<file path="config.mk">
export PLATFORM = sky130hd
export DESIGN_NAME = uram_sdp_rd_arb
export DESIGN_NICKNAME = d
export VERILOG_FILES = /design/src/rtl/uram_sdp_rd_arb.sv
export SDC_FILE = /design/constraint.sdc
export NUM_CORES = 1
export LEC_CHECK = 0
export ABC_AREA = 1
export BUFFER_PORTS_ARGS = -buffer_cell sky130_fd_sc_hd__clkbuf_2
export CELL_PAD_IN_SITES_DETAIL_PLACEMENT = 1
export CELL_PAD_IN_SITES_GLOBAL_PLACEMENT = 1
export CORE_AREA = 2 2 138 140
export DETAILED_ROUTE_END_ITERATION = 10
export DIE_AREA = 0 0 140 142
export PLACE_DENSITY_LB_ADDON = 0.1
export SLEW_MARGIN = 10
export SYNTH_ARGS = -nofsm -noshare
export SYNTH_HDL_FRONTEND = slang
export SYNTH_SLANG_ARGS = --single-unit
</file>
<file path="constraint.sdc">
create_clock -name clk -period 1.1 [get_ports clk]
set_input_delay 0 -clock clk [delete_from_list [all_inputs] [get_ports clk]]
set_output_delay 0 -clock clk [all_outputs]
set_load 0.1 [all_outputs]
</file>
<file path="src/rtl/uram_sdp_rd_arb.sv">
// Read-port arbiter/sequencer for an UltraRAM SDP block: two requesters share the read port, write port passes through.
// Optional build macro URAM_SDP_RD_ARB_STRICT_PRIO_EN selects strict requester-0 priority instead of round-robin.
module uram_sdp_rd_arb #(
    parameter int AWIDTH = 12,
    parameter int DWIDTH = 72,
    parameter int NBPIPE = 3
) (
    input  logic              clk,
    input  logic              rst,
    input  logic              r0_req,
    input  logic [AWIDTH-1:0] r0_addr,
    output logic              r0_gnt,
    input  logic              r1_req,
    input  logic [AWIDTH-1:0] r1_addr,
    output logic              r1_gnt,
    input  logic              wr_en,
    input  logic [AWIDTH-1:0] wr_addr,
    input  logic [DWIDTH-1:0] wr_data,
    output logic              mem_wea,
    output logic [AWIDTH-1:0] mem_addra,
    output logic [DWIDTH-1:0] mem_dina,
    output logic              mem_en,
    output logic [AWIDTH-1:0] mem_addrb,
    output logic              mem_rstb,
    output logic              mem_regceb,
    input  logic [DWIDTH-1:0] mem_doutb,
    output logic              rsp_valid,
    output logic              rsp_id,
    output logic [DWIDTH-1:0] rsp_data
);

    localparam int L = NBPIPE + 2;

    logic          r_last;
    logic [L-1:0]  r_vld;
    logic [L-1:0]  r_id;
    logic          w_g0;
    logic          w_g1;

    always_comb begin
        w_g0 = 1'b0;
        w_g1 = 1'b0;
        if (!rst) begin
`ifdef URAM_SDP_RD_ARB_STRICT_PRIO_EN
            if (r0_req)
                w_g0 = 1'b1;
            else if (r1_req)
                w_g1 = 1'b1;
`else
            // Under contention the requester that did not win last time goes next.
            if (r0_req && r1_req) begin
                w_g0 = r_last;
                w_g1 = !r_last;
            end else if (r0_req) begin
                w_g0 = 1'b1;
            end else if (r1_req) begin
                w_g1 = 1'b1;
            end
`endif
        end
    end

    assign r0_gnt     = w_g0;
    assign r1_gnt     = w_g1;
    assign mem_en     = w_g0 | w_g1;
    assign mem_addrb  = w_g1 ? r1_addr : r0_addr;
    assign mem_rstb   = rst;
    assign mem_regceb = 1'b1;

    assign mem_wea    = wr_en;
    assign mem_addra  = wr_addr;
    assign mem_dina   = wr_data;

    always_ff @(posedge clk) begin
        if (rst)
            r_last <= 1'b1;
        else if (w_g0 | w_g1)
            r_last <= w_g1;
    end

    // Tag pipeline: one {valid, id} slot per RAM latency cycle; reset drops in-flight reads.
    always_ff @(posedge clk) begin
        if (rst) begin
            r_vld <= '0;
            r_id  <= '0;
        end else begin
            r_vld <= {r_vld[L-2:0], mem_en};
            r_id  <= {r_id[L-2:0], w_g1};
        end
    end

    assign rsp_valid = r_vld[L-1];
    assign rsp_id    = r_id[L-1];
    assign rsp_data  = mem_doutb;

endmodule
</file>
### Word level (Yosys, flattened, before mapping)

Index checks and enable logic that the tools add are counted.

| operators by class | value |
|---|---|
| mux-type cells | 8 |
| reduce and logical (&&, ||, !) cells | 2 |
| bitwise gates (word level) | 1 |

Operator list:

| operator | count |
|---|---|
| 12-bit two-way mux | 1 |
| 1-bit two-way mux | 7 |
| 1-bit logical AND | 1 |
| 1-bit logical NOT | 1 |
| 1-bit OR | 1 |

| word-level totals | value |
|---|---|
| logic and storage cells | 14 |
| input bits | 185 |
| register bits | 11 |
| output and inout port bits | 176 |

### Logic depth before layout (Yosys ltp)

| logic depth | value |
|---|---|
| word-level depth | 5 |
| mapped depth | 6 |
| mapped depth without buffers | 4 |

### Worst setup path after synthesis

Ideal clock, no wire load.

| timing | value |
|---|---|
| path kind | register to output |
| from | register r_last |
| to | output port mem_addrb[5] |
| stages on the path, launching flop included | 6 |
| path slack | -256 ps |
| data arrival time | 1356 ps |
| buffers on the path | 1 |
| required time | 1100 ps |
| cell sequence | dfxtp_1 > nand2_1 > nand3_4 > buf_6 > nand2_1 > nand2_1 |

| on the way | value |
|---|---|
| longest elaborated chain between the ends | 4 |

RTL lines:

| what | RTL line | text |
|---|---|---|
| start: declaration | 34 | `logic r_last;` |
| start signal: assignment | 78 | `r_last <= w_g1;` |
| 1-bit logical NOT | 53 | `w_g1 = !r_last;` |
| 1-bit two-way mux | 51 | `if (r0_req && r1_req) begin` |
| 1-bit two-way mux | 43 | `if (!rst) begin` |
| 12-bit two-way mux | 66 | `assign mem_addrb = w_g1 ? r1_addr : r0_addr;` |
| end: declaration | 23 | `output logic [AWIDTH-1:0] mem_addrb,` |

Every way passes these cells.

### Worst setup path after layout

| timing | value |
|---|---|
| from | register r_last |
| to | output port mem_addrb[9] |

Same word-level chain as after synthesis.

==> metrics <==
status finished, violations left; failing checks design-rule violations, negative setup slack; Achievable Freq 760 MHz; largest cells by area after synthesis buf_4, dfxtp_1, nand2_1; core box area 18500 um^2; fraction of layout cells with a size suffix above 1 a little over three fifths; die footprint 19900 um^2; Int Pwr 1.22 mW; placed cells 360; htree depth 1; vias 947; gpl congestion 0.575; Placement Setup Slack -0.0850 ns; nets approximately 320; clock power share between 30% and 40%; sw frac a little under two fifths; post-DP HPWL 4.95 mm; startpoint class of the critical path register; Hold Path Class input port to output port; max cap viols 0; Worst setup EP type output port; DRT Pass-1 Iters 9; syn avg cell area approximately 7.3 um^2; Die H between 100 and 150 um; Congestion Overflow GR 0; area leader, netlist buf_4; TritonCTS Buffers 3; Root Buffer clkbuf_16; clock slew at reported path FFs ~0.04 ns; Netlist cell types 14; # rows 50; design area approximately 1600 um^2; Post-synth EDFFs 0; CP required around 1.1 ns; Leak around 0.68 nW; Worst Skew around 0.0032 ns; Tmin final between 1 and 1.5 ns; initial core utilization 9.55%; 1st-iter DRT viols 29; final core utilization 8.84%; Final Hold Fails 0; final hold slack around 0.000028 ns; flops & latches, synth 11; Post-synth top cells buf_4, nand2_1, nand4_1; # diodes 0; Chip Width between 100 and 150 um; Syn Nets ~430; # IOs ~360; area added between synthesis and finish -7.39%; WS Path Type register to output port; first-pass GRT wire length slightly below 8 mm; YS warnings 0; Net Sw Power between 0.7 and 0.8 mW; most numerous cell in the Yosys netlist buf_4; vias in the first global route just over 1000; residual DRC count 6; Post-DP Area approximately 1400 um^2; CP max FO 8; pin count of the biggest net entering global routing 16; top-area cell type share of the netlist area around 70%; maximum vdd drop 0.438 mV; detailed-route wire length per cell between 15 and 20 um; clock sink count 11; fraction of registers with async set/reset 0%; Via density 2.55; Primary FF master, synth dfxtp_1; arrival time at the worst endpoint 1.32 ns; Max Slew Vio Count 0; # setup viols final 15; initial antenna violation count 0; Sequential Power Share a little over a fifth; cells after synthesis 240; CTS max path bufs 2; Final period util 120%; RSZ-0062 raised after global routing yes; post-synthesis sequential area ratio between 10% and 20%; GRT Resource Usage Total between 5 and 6%; Routed Antenna Nets 0; Comb power frac between 40 and 50%; mapped cell area between 1500 and 2000 um^2; Non-Filler Instances about 370; TritonCTS clock tree built; PD cells roughly 1200 nW/um^2; CTS Hold Bufs 0; worst-skew pair later-pin latency around 0.24 ns; final WL approximately 6 mm; Port Buf Inserts between 40 and 50; PnR worst setup slack -0.217 ns
## cells in the final DEF, fill, tap and decap left out
cell and instances:
clkbuf_2 27, buf_12 18, nand4_1 12, buf_4 11, dfxtp_1 10, nand2_4 9, inv_1 9, nand2_2 9
nand2_1 9, nor2_1 8, clkbuf_16 4, nand3_4 2, inv_8 1, clkinv_8 1, nand2_8 1, clkinvlp_4 1
o211ai_1 1, inv_2 1, conb_1 1, clkbuf_1 1, dfxtp_2 1
## through the flow
| step | total power, mW | setup TNS [ns] |
|---|---|---|
| 6_report | 1.98 | -2.04 |
| 3_3_place_gp | 1.26 | -0.108 |
| 2_1_floorplan | 3.62 | -0.00943 |
| 3_5_place_dp | 1.26 | -0.0850 |
| 5_1_grt | 2.08 | -2.93 |
| 4_1_cts | 1.99 | -2.37 |
## flip-flops by register name, indices dropped and copies added, names as in the netlist
name	cells
r_vld	5
r_last	1
r_id	5
## power groups by stage
stage | combinational, mW | clock, mW | sequential (mW)
after detailed placement | 0.829 | 0 | 0.428
after global placement | 0.834 | 0 | 0.428
final | 0.891 | 0.670 | 0.423
after CTS | 0.867 | 0.704 | 0.422
after floorplan | 3.19 | 0 | 0.433
after global routing | 0.935 | 0.720 | 0.424
## worst max-delay path, stage by stage (launching register included)
cell     delay (ns)
dfxtp_2        0.33
nand2_4        0.08
buf_12         0.13
nand4_1        0.21
nand2_4        0.15
buf_12         0.17
## final timing paths
path	to	cells past startpoint	slack (ns)	startpoint
min	mem_dina[30]	0	0.00003	wr_data[30]
max reg2reg	r_id[0]	5	0.16	r_last
min reg2reg	r_id[1]	2	0.40	r_id[0]
max	mem_addrb[9]	5	-0.22	r_last
## what timing repair did
action                                  4_1_cts  5_1_grt
gates cloned                                  0        1
pin swaps                                    10        5
resized for setup                             7       13
endpoints found under the setup margin       15       15
setup buffers                                 3        3
## cell families (layout without fill, tap and decap cells)
logic type	after synthesis	count (layout)	share of synthesized area, %
buf+inv	177	74	73.5
simple gates	50	50	13.4
flops	11	11	12.5
other cells	1	1	0.213
compound gates	1	1	0.426
## per-layer routing
| metal | GRT usage (%) | up-vias | part of all wire, % |
|---|---|---|---|
| li1 | - | 367 | - |
| met1 | 3.95 | 411 | 25 |
| met2 | 9.75 | 139 | 51 |
| met3 | 6.02 | 30 | 21 |
| met4 | 1.91 | 0 | 3.1 |
| met5 | 0 | - | 0 |
## area by class of cell
class | instances | area [um^2]
multi-input cells | 52 | 363
well taps | 234 | 293
clock buffers | 4 | 78.8
fillers | 2161 | 16800
inverters | 13 | 72.6
flip-flops and latches | 11 | 221
repair buffers | 57 | 603
(Power assumes the default switching activity.)
